### config.mk
export PLATFORM = sky130hd
export DESIGN_NAME = pipe_stall_ctrl
export DESIGN_NICKNAME = d
export VERILOG_FILES = /design/src/rtl/pipe_stall_ctrl.sv
export SDC_FILE = /design/constraint.sdc
export NUM_CORES = 1
export LEC_CHECK = 0
export BUFFER_PORTS_ARGS = -buffer_cell sky130_fd_sc_hd__buf_2
export CAP_MARGIN = 20
export CORE_UTILIZATION = 30
export CTS_CLUSTER_SIZE = 28
export DETAILED_ROUTE_END_ITERATION = 10
export PLACE_DENSITY = 0.51
export SETUP_SLACK_MARGIN = 0.4
export SLEW_MARGIN = 20
export SYNTH_ARGS = -nofsm -noshare
export SYNTH_HDL_FRONTEND = slang
export SYNTH_HIERARCHICAL = 1
export SYNTH_SLANG_ARGS = --single-unit
### constraint.sdc
create_clock -name clk -period 1.9 [get_ports clk]
set_input_delay 0.095 -clock clk [delete_from_list [all_inputs] [get_ports clk]]
set_output_delay 0.095 -clock clk [all_outputs]
set_load 0.005 [all_outputs]
### src/rtl/pipe_stall_ctrl.sv
// Stall/retire controller: one miss-penalty FSM per memory port feeding stage
// write enables, load-use bubble, retire/stall counters and sticky halt/error flags.
module pipe_stall_port #(
  parameter int MISS_LATENCY = 5,
  parameter int CNT_W        = 4
) (
  input  logic clk,
  input  logic reset_n,
  input  logic req,
  input  logic is_hit,
  input  logic is_miss,
  input  logic accept,
  output logic busy,
  output logic fill_done,
  output logic err
);
  typedef enum logic {S_IDLE, S_MISS} state_t;

  localparam logic [CNT_W-1:0] LAT    = CNT_W'(MISS_LATENCY);
  localparam bit               LAT_EN = (MISS_LATENCY > 0);

  state_t           r_state, w_state_nxt;
  logic [CNT_W-1:0] r_cnt, w_cnt_nxt;

  always_ff @(posedge clk or negedge reset_n) begin
    if (!reset_n) begin
      r_state <= S_IDLE;
      r_cnt   <= '0;
    end else begin
      r_state <= w_state_nxt;
      r_cnt   <= w_cnt_nxt;
    end
  end

  always_comb begin
    w_state_nxt = r_state;
    w_cnt_nxt   = r_cnt;
    err         = (is_hit | is_miss) & ~req;
    case (r_state)
      S_IDLE: begin
        // hit+miss together is resolved as a miss but still flagged
        err = err | (req & is_hit & is_miss);
        if (req && is_miss && accept && LAT_EN) begin
          w_state_nxt = S_MISS;
          w_cnt_nxt   = LAT;
        end
      end
      S_MISS: begin
        w_cnt_nxt = r_cnt - 1'b1;
        if (r_cnt == CNT_W'(1)) w_state_nxt = S_IDLE;
      end
      default: w_state_nxt = S_IDLE;
    endcase
  end

  assign busy      = (r_state == S_MISS);
  assign fill_done = busy && (r_cnt == CNT_W'(1));
endmodule

module pipe_stall_ctrl #(
  parameter int WORD_SIZE    = 16,
  parameter int NUM_PORTS    = 2,
  parameter int MISS_LATENCY = 5,
  parameter int CNT_W        = 4,
  parameter int NUM_STAGES   = 5
) (
  input  logic                  clk,
  input  logic                  reset_n,
  input  logic [NUM_PORTS-1:0]  req,
  input  logic [NUM_PORTS-1:0]  is_hit,
  input  logic [NUM_PORTS-1:0]  is_miss,
  input  logic                  hazard_stall,
  input  logic                  retire_valid,
  input  logic                  halt_req,
  output logic                  stall,
  output logic [NUM_PORTS-1:0]  port_busy,
  output logic [NUM_PORTS-1:0]  fill_done,
  output logic [NUM_STAGES-1:0] stage_en,
  output logic                  bubble,
  output logic [WORD_SIZE-1:0]  num_inst,
  output logic [WORD_SIZE-1:0]  stall_cycles,
  output logic                  is_halted,
  output logic                  proto_err
);
  logic [NUM_PORTS-1:0] w_err;

  for (genvar p = 0; p < NUM_PORTS; p++) begin : g_port
    pipe_stall_port #(.MISS_LATENCY(MISS_LATENCY), .CNT_W(CNT_W)) u_port (
      .clk       (clk),
      .reset_n   (reset_n),
      .req       (req[p]),
      .is_hit    (is_hit[p]),
      .is_miss   (is_miss[p]),
      .accept    (~is_halted),
      .busy      (port_busy[p]),
      .fill_done (fill_done[p]),
      .err       (w_err[p])
    );
  end

  assign stall = |port_busy;

  always_comb begin
    stage_en = '1;
    bubble   = 1'b0;
    if (is_halted || stall) begin
      stage_en = '0;
    end else if (hazard_stall) begin
      stage_en[1:0] = 2'b00;
      bubble        = 1'b1;
    end
  end

  // halt only lands once the pipe is unfrozen, so the halting retire is counted
  always_ff @(posedge clk or negedge reset_n) begin
    if (!reset_n) begin
      num_inst     <= '0;
      stall_cycles <= '0;
      is_halted    <= 1'b0;
      proto_err    <= 1'b0;
    end else begin
      if (retire_valid && !stall && !is_halted) num_inst <= num_inst + 1'b1;
      if (stall && !(&stall_cycles))            stall_cycles <= stall_cycles + 1'b1;
      if (halt_req && !stall)                   is_halted <= 1'b1;
      if (|w_err)                               proto_err <= 1'b1;
    end
  end
endmodule

== Word level (Yosys, flattened, before mapping) ==
Cells that the tools add are included.

* Add/sub/neg operators: 4
* Eq/ne operators: 4
* Mux-type cells: 17
* Reduce and logical (&&, ||, !) cells: 17
* Bitwise operators: 15

{| class="wikitable"
|+ Operators with widths
! operator !! count
|-
| adder 16 x 1 -> 16 bit (second input constant) || 2
|-
| case mux 4 bit (2 select lines) || 2
|-
| AND reduction 16 bit || 1
|-
| logical AND 1 bit || 10
|-
| == test 4 x 1 -> 1 bit (second input constant) || 2
|-
| two-way mux 1 bit || 8
|-
| two-way mux 4 bit || 2
|-
| subtractor 4 x 1 -> 4 bit (second input constant) || 2
|-
| bitwise AND 1 bit || 6
|-
| inverter 1 bit || 5
|-
| two-way mux 2 bit || 2
|-
| inequality test 2 x 1 -> 1 bit (second input constant) || 2
|-
| OR 1 bit || 4
|-
| case mux 1 bit (2 select lines) || 2
|-
| OR reduction 2 bit || 2
|-
| zero test 1 bit || 3
|-
| two-way mux 3 bit || 1
|-
| logical OR 1 bit || 1
|}

* Input port bits: 11
* Register bits: 44
* Word-level logic and storage cells: 65
* Output and inout port bits: 45

== Longest topological paths before layout ==
Gate-level depths: netlist of the first run.

* Depth in word-level cells: 5
* Depth in mapped cells: 5
* Depth with buffers taken out: 5

== Hierarchy ==
The synthesis of the first run kept the hierarchy.

{| class="wikitable"
|+ Modules (own cells, without submodules)
! module !! cells each !! seq. area each (um^2) !! area an instance (um^2) !! instances
|-
| pipe_stall_ctrl || 159 || 850.8 || 1642.8 || 1
|-
| pipe_stall_port || 25 || 125.1 || 274.0 || 2
|}

== Worst setup path after synthesis of the first run ==
No wires, ideal clock.

* Path kind: reg2reg
* Start: register g_port[1].u_port.r_state
* End: register num_inst[15]
* Clock period less this slack: 2.120 ns
* Arrival time: 1.998 ns
* Setup time: 0.123 ns
* Data required time: 1.777 ns
* Path slack: -0.220 ns
* Buffers on the path: 1
* Stages on the path, launching flop included: 6
* Cell sequence: dfrtp_1 > or4b_4 > buf_6 > nor4_2 > or3b_1 > xnor2_1

* Word-level cells in the longest chain between the ends: 4

{| class="wikitable"
|+ RTL lines
! item !! line !! RTL
|-
| start, declared || 22 || <nowiki>state_t r_state, w_state_nxt;</nowiki>
|-
| start signal, assigned || 30 || <nowiki>r_state <= w_state_nxt;</nowiki>
|-
| OR reduction 2 bit || 101 || <nowiki>assign stall = |port_busy;</nowiki>
|-
| zero test 1 bit || 122 || <nowiki>if (retire_valid && !stall && !is_halted) num_inst <= num_inst + 1'b1;</nowiki>
|-
| logical AND 1 bit (2 in series) || 122 ||
|-
| end signal, assigned || 122 ||
|-
| end, declared || 80 || <nowiki>output logic [WORD_SIZE-1:0] num_inst,</nowiki>
|}

No other way between the ends.
A chain may end at the register's enable or synchronous reset.

== Worst setup path after layout of the first run ==
* Start: register g_port[0].u_port.r_state
* End: register num_inst[12]

* Word-level cells in the longest chain between the ends: 4

{| class="wikitable"
|+ RTL lines
! item !! line
|-
| start, declared || 22
|-
| start signal, assigned || 30
|-
| OR reduction 2 bit || 101
|-
| zero test 1 bit || 122
|-
| logical AND 1 bit (2 in series) || 122
|}

No other way between the ends.

==> summary.md, run 1 <==
| Metric | Value |
|---|---|
| Most common cell after layout, fill and taps aside | `buf_2` |
| Fmax achieved | `531 MHz` |
| Synth Instances | `209` |
| Die width | `87.5 um` |
| Clk root buf | `clkbuf_8` |
| Critical R2R Launch | `g_port[0].u_port/busy$_DFF_PN0_` |
| Most frequent cells in the layout | `55 x buf_2, 42 x dfrtp_1, 16 x nand2_1` |
| Number of instances in the placed design | `367` |
| Cts bufs inserted | `5` |
| Synthesized net count | `226` |
| RSZ-0062 raised after global routing | `true` |
| TritonCTS Sinks | `44` |
| Row Count | `30` |
| Post-synthesis xor/xnor area fraction | `0.0919` |
| Core area | `6910 sq um` |
| Slew Limit Fails | `0` |
| Crit Path Max Fanout | `4` |
| Mapped Area | `2190 sq um` |
| Worst Setup Start Kind | `register` |
| First-pass DRT Iterations | `4` |
| Port buffer count | `55` |
| Syn_area_per_cell | `10.5 sq um` |
| Initial antenna violation count | `0` |
| Gpl congestion | `0.776` |
| Fin Hold WS | `0.00658 ns` |
| Largest delay share family, worst path | `simple AND/OR/NAND/NOR gates` |
| FFs w/ async S/R, synth | `1.00` |
| Tmin final | `1.88 ns` |
| Vias per cell | `4.86` |
| Largest family of logic cells by synthesized area | `simple AND/OR/NAND/NOR gates` |
| GRT Util Overall | `0.146` |
| CP Cell Sequence | `or4b_4 -> or4_4 -> nor3_4 -> xor2_1` |
| Clock transition at path regs | `0.09 ns` |
| Crit share post-route | `0.991` |
| Routed wire length | `5340 um` |
| First-pass GRT wire length | `8510 um` |
| VDD IR max | `0.259 mV` |
| Synth Area in Compound Gates | `0.101` |
| Layout Utilization | `0.439` |
| Die H | `87.5 um` |
| Vias | `1865` |
| Setup CP Type | `reg2reg` |
| Final setup viols | `0` |
| Main flop type after synthesis | `dfrtp_1` |
| Leakage power | `0.00148 uW` |
| HP Start | `halt_req` |
| Worst R2R End | `num_inst[12]$_DFFE_PN0P_` |
| WL/cell | `13.9 um` |
| Max cap viols | `0` |
| EDFF count, synth | `0` |
| Post-Synth Simple-Gate Area | `0.206` |
| Layout cells sized above 1 | `0.438` |
| Netlist cell types | `43` |
| Pwr/cell area | `583 nW/um^2` |
| Max incr delay on CP | `0.57 ns` |
| Drt drc | `0` |
| Ports | `56` |
| Worst Setup End Kind | `register` |
| CTS tree | `built` |
| Hold Crit Depth | `3` |
| Relative slew slack | `0.704` |
| Hold Vio Cnt, Final | `0` |
| ANT nets after route | `0` |
| FF+latch count, synth | `44` |
| Nets@finish | `304` |
| R2r worst-path depth | `4` |
| Initial Utilization | `0.317` |
| Post-synthesis mux area share | `0.0246` |
| DRT iter0 DRCs | `84` |
| Pin count of the biggest net entering global routing | `19` |
| Final HPWL DP | `3890 um` |
| Synth Warn # | `6` |
| Area growth from synthesis to layout | `38.3%` |
| Vias in the first global route | `1720` |
| R2R setup slack | `0.02 ns` |
| Min-delay worst type | `in2reg` |
| Total die area | `7650 sq um` |
| Adder-Cell Fraction of Synth Area | `0.0343` |
| Max clock buf depth | `2` |
| Grt total ovfl | `0` |
| Area contributors post-synth | `dfrtp_1 50%, xnor2_1 6.4%, ha_1 3.4%, nand2_1 3.3%, xor2_1 2.8%` |
| H-Tree Depth | `2` |
| Slowest CP cell | `or4_4` |
| Arrival time worst endpoint | `2.12 ns` |
| # diodes | `0` |
| Worst path bufs/invs | `0` |
| Sequential-to-total area share from yosys stat | `0.503` |
| Worst skew pair latency | `0.30 ns` |
| Status | `completed` |
| Largest area contributor in the netlist | `dfrtp_1` |
| Worst-Margin Slew | `0.444 ns` |
| Synth top area share | `0.503` |
| Clock Skews | `0.0113 ns` |
| Worst Path Required | `2.13 ns` |
| Final cell count without fillers | `384` |
| Endpoint, Worst Hold | `is_halted$_DFFE_PN0P_` |
## how the worst max path moves through the flow
| stage | startpoint | to | slack (ns) | cells past startpoint |
|---|---|---|---|---|
| floorplan | g_port[1].u_port/busy$_DFF_PN0_ | num_inst[12]$_DFFE_PN0P_ | -0.09 | 5 |
| global placement | is_halted$_DFFE_PN0P_ | num_inst[12]$_DFFE_PN0P_ | 0.04 | 4 |
| detailed placement | g_port[1].u_port/busy$_DFF_PN0_ | num_inst[12]$_DFFE_PN0P_ | 0.02 | 4 |
| CTS | is_halted$_DFFE_PN0P_ | num_inst[12]$_DFFE_PN0P_ | 0.04 | 4 |
| global route | is_halted$_DFFE_PN0P_ | num_inst[15]$_DFFE_PN0P_ | -0.03 | 5 |
| finish | g_port[0].u_port/busy$_DFF_PN0_ | num_inst[12]$_DFFE_PN0P_ | 0.02 | 4 |
## Yosys cell counts, types with 2 or more instances
cell      number
o211ai_1       2
nor3_1         8
nor4_1         3
nand2_1       19
o311a_1        2
nor2b_1        3
xor2_1         7
and3_1         4
o22ai_1        2
mux2_2         3
a31oi_2        2
or3_1          2
nand3_1        8
mux2i_1        2
buf_4          3
or2_2          2
a22oi_1        2
nand4_1        8
nor2_1        16
inv_1         13
a22o_1         2
ha_1           6
and4bb_2       2
o21ai_0        4
xnor2_1       16
dfrtp_1       44
a221o_1        2
a21oi_1        7
## cell type report
type | instances | area [sq um]
Clock inverter | 3 | 47.5
Clock buffer | 5 | 68.8
Inverter | 13 | 52.6
Tap cell | 96 | 120
Timing Repair Buffer | 76 | 454
Sequential cell | 44 | 1100
Multi-Input combinational cell | 147 | 1180
Fill cell | 704 | 3880
## metrics by stage
step	cell area [sq um]	power, uW	setup WS (ns)	TNS (ns)
2_1_floorplan	2230	992	-0.0888	-0.235
5_1_grt	3030	1840	-0.0299	-0.0597
4_1_cts	2920	1790	0.0413	0
3_5_place_dp	2680	1040	0.0248	0
6_report	3030	1770	0.0170	0
3_3_place_gp	2680	1040	0.0381	0
## state kept, by name (all words and copies together) (netlist names)
register	count
proto_err	1
num_inst	16
stall_cycles	16
g_port.u_port/busy	2
is_halted	1
g_port.u_port/r_cnt	8
## cells by family (layout without fill, tap and decap cells)
kind of cell	Yosys count	in the layout
and+or+nand+nor	83	83
DFF	44	44
AOI/OAI and AO/OA	30	30
xor gates and xnor gates	23	23
buffers and inverters	18	97
adders and majority gates	6	6
muxes	5	5
## timing repair
| action | CTS | global route |
|---|---|---|
| pin swaps | 6 | 7 |
| endpoints found under the hold margin | 16 | 0 |
| setup buffers | 5 | 3 |
| hold buffers | 1 | 0 |
| endpoints found under the setup margin | 34 | 37 |
| gates resized for setup | 19 | 19 |
## worst min-delay path, cell delays in order
cell,delay [ns]
buf_2,0.09
nand2_1,0.04
nand2_1,0.05
## where the power goes
part / internal [uW] / switching, uW
logic: 28.7 / 39.6
registers: 946 / 12.3
clock network: 396 / 343
## metal layers
layer	share of wire	track usage	vias up
li1	-	-	904
met1	0.48	0.193	897
met2	0.47	0.239	60
met3	0.048	0.0332	4
met4	0.0066	0.0387	0
met5	0	0	-
(Power assumes the default switching activity.)
==> inputs of run 2 (changes only) <==
--- a/config.mk
+++ b/config.mk
@@ -11,7 +11,7 @@
 export CTS_CLUSTER_SIZE = 28
 export DETAILED_ROUTE_END_ITERATION = 10
 export PLACE_DENSITY = 0.51
-export SETUP_SLACK_MARGIN = 0.4
+export SETUP_SLACK_MARGIN = 0.02
 export SLEW_MARGIN = 20
 export SYNTH_ARGS = -nofsm -noshare
 export SYNTH_HDL_FRONTEND = slang
==> run 2 against run 1 <==
Compared with the run above:
- flip-flop and latch count stayed put
- die area stayed put
- via count is 4.5% lower
- largest power group unchanged
==> summary.md, run 2 (same netlist as run 1, synthesis figures left out) <==
| Metric | Value |
|---|---|
| Nets@finish | `293 (-3.6%)` |
| Max cap viols | `0 (unchanged)` |
| Port buffer count | `55 (unchanged)` |
| Arrival time worst endpoint | `2.11 ns (about the same)` |
| GRT Util Overall | `0.142 (-0.00374)` |
| Grt total ovfl | `0 (unchanged)` |
| First-pass DRT Iterations | `4 (unchanged)` |
| Vias per cell | `4.78 (-1.6%)` |
| R2r worst-path depth | `4 (unchanged)` |
| HP Start | `halt_req` |
| Row Count | `30 (unchanged)` |
| Drt drc | `0 (unchanged)` |
| Worst Setup Start Kind | `register` |
| First-pass GRT wire length | `8200 um (-3.6%)` |
| Final HPWL DP | `3710 um (-4.7%)` |
| VDD IR max | `0.359 mV (+38%)` |
| Layout Utilization | `0.404 (-0.0350)` |
| Clock transition at path regs | `0.09 ns (about the same)` |
| Cts bufs inserted | `5 (unchanged)` |
| RSZ-0062 raised after global routing | `true` |
| Total die area | `7650 sq um (unchanged)` |
| Ports | `56 (unchanged)` |
| Most frequent cells in the layout | `55 x buf_2, 42 x dfrtp_1, 19 x nand2_1` |
| Clock Skews | `0.00896 ns (-0.00230 ns)` |
| Top Registers | `num_inst: 16 flops, stall_cycles: 16 flops, g_port.u_port/r_cnt: 8 flops` |
| Worst R2R End | `num_inst[12]$_DFFE_PN0P_` |
| Leakage power | `0.00135 uW (-8.9%)` |
| Reg area | `1100 sq um (unchanged)` |
| Pin count of the biggest net entering global routing | `24 (+5)` |
| Core area | `6910 sq um (unchanged)` |
| H-Tree Depth | `2 (unchanged)` |
| Status | `completed` |
| Initial antenna violation count | `0 (unchanged)` |
| Fill cell count | `711 (+0.99%)` |
| CTS tree | `built` |
| Worst Setup End Kind | `register` |
| Relative slew slack | `0.645 (-0.0584)` |
| # diodes | `0 (unchanged)` |
| Gpl congestion | `0.755 (-2.7%)` |
| Min-delay worst type | `in2reg` |
| DRT iter0 DRCs | `107 (+27%)` |
| Max clock buf depth | `2 (unchanged)` |
| Multi-input gate area | `1040 sq um (-12%)` |
| Top layer in use | `met4` |
| Worst Path Required | `2.13 ns (about the same)` |
| Hold Vio Cnt, Final | `0 (unchanged)` |
| Crit share post-route | `0.991 (about the same)` |
| Die H | `87.5 um (unchanged)` |
| Worst skew pair latency | `0.30 ns (about the same)` |
| Setup CP Type | `reg2reg` |
| Vias in the first global route | `1650 (-4.1%)` |
| Critical R2R Launch | `is_halted$_DFFE_PN0P_` |
| Most common cell after layout, fill and taps aside | `buf_2` |
| Tmin final | `1.88 ns (-0.000515 ns)` |
| Endpoint, Worst Hold | `is_halted$_DFFE_PN0P_` |
| Final setup viols | `0 (unchanged)` |
| Worst-Margin Slew | `0.532 ns (+0.0875 ns)` |
| Area growth from synthesis to layout | `27.2%` |
| Crit Path Max Fanout | `4 (unchanged)` |
| Routed wire length | `5010 um (-6.2%)` |
| Met2 routed WL | `2300 um (-8.3%)` |
| ANT nets after route | `0 (unchanged)` |
| Slew Limit Fails | `0 (unchanged)` |
| Vias | `1782 (-4.5%)` |
| Met1 wire length | `2360 um (-7.1%)` |
| WL/cell | `13.4 um (-3.4%)` |
| R2R setup slack | `0.02 ns (about the same)` |
| Fin Hold WS | `0.0301 ns (+0.0235 ns)` |
| Layout cells sized above 1 | `0.339 (-0.0981)` |
| Routed wl met3 | `259 um (+0.78%)` |
| Hold Crit Depth | `3 (unchanged)` |
| Initial Utilization | `0.317 (unchanged)` |
| TritonCTS Sinks | `44 (unchanged)` |
| Pwr/cell area | `624 nW/um^2 (+7.1%)` |
| Fmax achieved | `531 MHz (about the same)` |
| Clk root buf | `clkbuf_8` |
| Die width | `87.5 um (unchanged)` |
[run 2: cell count changes in the layout (fill, tap and decap cells not counted), sizes merged]
| cell | previous run | this run |
|---|---|---|
| buf | 75 | 64 |
| clkinv | 2 | 1 |
| inv | 12 | 13 |
[run 2: worst max-delay path by stage]
stage / from / end / cells past startpoint
6_report: is_halted$_DFFE_PN0P_ / num_inst[12]$_DFFE_PN0P_ / 4
5_1_grt: g_port[1].u_port/busy$_DFF_PN0_ / num_inst[12]$_DFFE_PN0P_ / 4
4_1_cts: is_halted$_DFFE_PN0P_ / num_inst[12]$_DFFE_PN0P_ / 4
3_5_place_dp: g_port[1].u_port/busy$_DFF_PN0_ / num_inst[12]$_DFFE_PN0P_ / 4
3_3_place_gp: is_halted$_DFFE_PN0P_ / num_inst[12]$_DFFE_PN0P_ / 4
2_1_floorplan: g_port[1].u_port/busy$_DFF_PN0_ / num_inst[12]$_DFFE_PN0P_ / 5
[run 2: metrics by stage]
step           TNS (ns)  cell area [sq um]  cells  power (uW)  worst slack [ns]
2_1_floorplan    -0.236               2200    209         992           -0.0888
3_3_place_gp          0               2640    363        1050            0.0454
3_5_place_dp          0               2640    363        1040            0.0286
4_1_cts               0               2760    372        1770            0.0112
5_1_grt         -0.0553               2790    373        1820           -0.0226
6_report              0               2790    373        1740            0.0175
[run 2: power breakdown]
part	internal, uW	switching, uW	leakage, uW
combinational	29.3	38.2	0.000735
clock	389	326	0.0000541
sequential	946	11.3	0.000557
total	1360	376	0.00135
[run 2: metal layers]
metal,vias to the layer above,global-route usage
li1,871,-
met1,851,0.192
met2,51,0.219
met3,9,0.0313
met4,0,0.0581
met5,-,0
[run 2: worst max-delay path, stage by stage, from the launching register on]
cell and delay [ns]:
dfrtp_1 0.39, or4b_4 0.58, or4_4 0.55, nor3_2 0.14, xor2_1 0.15
[run 2: final cells by class]
class                      instances  area share
tap                               96      0.0431
clock inverter                     3      0.0153
sequential                        44       0.396
timing repair buffer              65       0.131
multi-input combinational        147       0.373
inverter                          13      0.0175
clock buffer                       5      0.0247
[run 2: timing repair]
| item | in CTS | in global routing |
|---|---|---|
| hold buffers | 1 | 0 |
| pin swaps | 0 | 1 |
| setup endpoints to repair | 1 | 9 |
| gates resized for setup | 0 | 6 |
| endpoints found under the hold margin | 22 | 0 |
| cloned | 0 | 0 |
| buffers inserted | 0 | 1 |
==> inputs of run 3 (changes only) <==
--- a/config.mk
+++ b/config.mk
@@ -7,10 +7,10 @@
 export LEC_CHECK = 0
 export BUFFER_PORTS_ARGS = -buffer_cell sky130_fd_sc_hd__buf_2
 export CAP_MARGIN = 20
-export CORE_UTILIZATION = 30
+export CORE_UTILIZATION = 40
 export CTS_CLUSTER_SIZE = 28
 export DETAILED_ROUTE_END_ITERATION = 10
-export PLACE_DENSITY = 0.51
+export PLACE_DENSITY = 0.64
 export SETUP_SLACK_MARGIN = 0.02
 export SLEW_MARGIN = 20
 export SYNTH_ARGS = -nofsm -noshare
==> run 3 against run 2 <==
Compared with the run above:
- highest routed layer unchanged
- clock-buffer cell count increased by 1
- flip-flop and latch count unchanged
- non-clock buffer count increased by 4
- first-iteration DRC count decreased by 49%
- worst hold slack got worse by 0.019 ns
==> summary.md, run 3 (same netlist as run 1, synthesis figures left out) <==
| Metric | Value |
|---|---|
| Max clock buf depth | `2 (unchanged)` |
| H-Tree Depth | `2 (unchanged)` |
| Relative slew slack | `0.751 (+0.105)` |
| Vias in the first global route | `1748 (+5.9%)` |
| Ports | `56 (unchanged)` |
| Vias | `1791 (+0.51%)` |
| Endpoint, Worst Hold | `is_halted$_DFFE_PN0P_` |
| Leakage power | `0.00139 uW (+3.1%)` |
| Drt drc | `0 (unchanged)` |
| Slew Limit Fails | `0 (unchanged)` |
| First-pass GRT wire length | `8460 um (+3.2%)` |
| TritonCTS Sinks | `44 (unchanged)` |
| Min-delay worst type | `in2reg` |
| Hold Vio Cnt, Final | `0 (unchanged)` |
| Total Power | `1730 uW (-0.65%)` |
| # diodes | `0 (unchanged)` |
| Area growth from synthesis to layout | `26.6%` |
| Die H | `76.0 um (-13%)` |
| First-pass DRT Iterations | `4 (unchanged)` |
| Fill cell count | `486 (-32%)` |
| Worst Setup Start Kind | `register` |
| Initial Utilization | `0.421 (+0.104)` |
| Final setup viols | `0 (unchanged)` |
| Row Count | `26 (-13%)` |
| CTS tree | `built` |
| Arrival time worst endpoint | `2.09 ns (-0.02 ns)` |
| WL/cell | `13.6 um (+1.6%)` |
| Final HPWL DP | `3610 um (-2.7%)` |
| Worst Setup End Kind | `register` |
| Total die area | `5780 sq um (-24%)` |
| Clock Skews | `0.00531 ns (-0.00365 ns)` |
| Grt total ovfl | `0 (unchanged)` |
| Tmin final | `1.86 ns (-0.0259 ns)` |
| Top Registers | `num_inst: 16 flops, stall_cycles: 16 flops, g_port.u_port/r_cnt: 8 flops` |
| Most frequent cells in the layout | `55 x buf_2, 42 x dfrtp_1, 19 x nand2_1` |
| Core area | `5200 sq um (-25%)` |
| Die width | `76.0 um (-13%)` |
| Layout Utilization | `0.533 (+0.129)` |
| GRT Util Overall | `0.182 (+0.0405)` |
| Crit share post-route | `0.977 (-0.0136)` |
| Critical R2R Launch | `g_port[0].u_port/busy$_DFF_PN0_` |
| Worst Path Required | `2.13 ns (about the same)` |
| Port buffer count | `55 (unchanged)` |
| R2R setup slack | `0.04 ns (+0.03 ns)` |
| Crit Path Max Fanout | `4 (unchanged)` |
| Most common cell after layout, fill and taps aside | `buf_2` |
| DRT iter0 DRCs | `55 (-49%)` |
| Pin count of the biggest net entering global routing | `17 (-29%)` |
| VDD IR max | `0.441 mV (+23%)` |
| Worst R2R End | `num_inst[12]$_DFFE_PN0P_` |
| Pwr/cell area | `623 nW/um^2 (-0.16%)` |
| Worst-Margin Slew | `0.374 ns (-0.158 ns)` |
| Max cap viols | `0 (unchanged)` |
| Layout cells sized above 1 | `0.342 (+0.00229)` |
| Gpl congestion | `0.799 (+5.8%)` |
| Setup CP Type | `reg2reg` |
| Initial antenna violation count | `0 (unchanged)` |
| Nets@finish | `297 (+1.4%)` |
| Worst skew pair latency | `0.30 ns (about the same)` |
| ANT nets after route | `0 (unchanged)` |
| Routed wire length | `4790 um (-4.4%)` |
| Total negative slack | `0 ns (unchanged)` |
| Clock transition at path regs | `0.08 ns (about the same)` |
| Cts bufs inserted | `5 (unchanged)` |
| HP Start | `halt_req` |
| RSZ-0062 raised after global routing | `true` |
| Final cell count without fillers | `351 (-5.9%)` |
| Clk root buf | `clkbuf_8` |
| Status | `completed` |
| Vias per cell | `5.10 (+6.8%)` |
| Number of instances in the placed design | `340 (-6.3%)` |
| R2r worst-path depth | `4 (unchanged)` |
| Fmax achieved | `539 MHz (+1.4%)` |
| Hold Crit Depth | `3 (unchanged)` |
## run 3: per-layer routing
| layer | GRT usage | routed length [um] |
|---|---|---|
| met1 | 0.243 | 2200 |
| met2 | 0.294 | 2270 |
| met3 | 0.0407 | 236 |
| met4 | 0.0615 | 78 |
| met5 | 0 | 0 |
## run 3: worst max path at each step
| stage | from | end | slack [ns] |
|---|---|---|---|
| 2_1_floorplan | g_port[1].u_port/busy$_DFF_PN0_ | num_inst[12]$_DFFE_PN0P_ | -0.09 |
| 3_3_place_gp | is_halted$_DFFE_PN0P_ | num_inst[12]$_DFFE_PN0P_ | 0.04 |
| 3_5_place_dp | is_halted$_DFFE_PN0P_ | num_inst[12]$_DFFE_PN0P_ | 0.01 |
| 4_1_cts | g_port[0].u_port/busy$_DFF_PN0_ | num_inst[12]$_DFFE_PN0P_ | 0.003 |
| 5_1_grt | g_port[0].u_port/busy$_DFF_PN0_ | num_inst[15]$_DFFE_PN0P_ | -0.03 |
| 6_report | g_port[0].u_port/busy$_DFF_PN0_ | num_inst[12]$_DFFE_PN0P_ | 0.04 |
## run 3: metrics by stage
step	worst slack (ns)	instance area, sq um	hold WS, ns
after global placement	0.0423	2610	0.0370
after detailed placement	0.0112	2610	0.0306
after CTS	0.00312	2750	0.00867
after floorplan	-0.0888	2200	-0.201
final	0.0434	2770	0.0116
after global routing	-0.0343	2770	0.0401
## run 3: cell type report
type	count	area, sq um	area share
Clock inverter	2	35.0	0.0126
Clock buffer	6	72.6	0.0262
Sequential cell	44	1100	0.398
Multi-Input combinational cell	147	1040	0.375
Tap cell	70	87.6	0.0316
Timing Repair Buffer	69	387	0.139
Inverter	13	48.8	0.0176
## run 3: repair_timing
| item | CTS | global route |
|---|---|---|
| setup endpoints to repair | 1 | 9 |
| gates resized for setup | 1 | 5 |
| hold endpoints to repair | 14 | 0 |
| buffers inserted | 2 | 0 |
| pin swaps | 2 | 2 |
| hold buffers | 1 | 0 |
## run 3: worst max-delay path: stages, from the launching register on
cell,delay (ns)
dfrtp_2,0.40
or4b_4,0.55
or4_4,0.55
nor3_4,0.14
xor2_1,0.15
## run 3: where the power goes
part | total, uW | internal [uW] | switching (uW)
registers | 958 | 946 | 11.5
logic | 66.0 | 28.5 | 37.6
clock network | 705 | 390 | 315
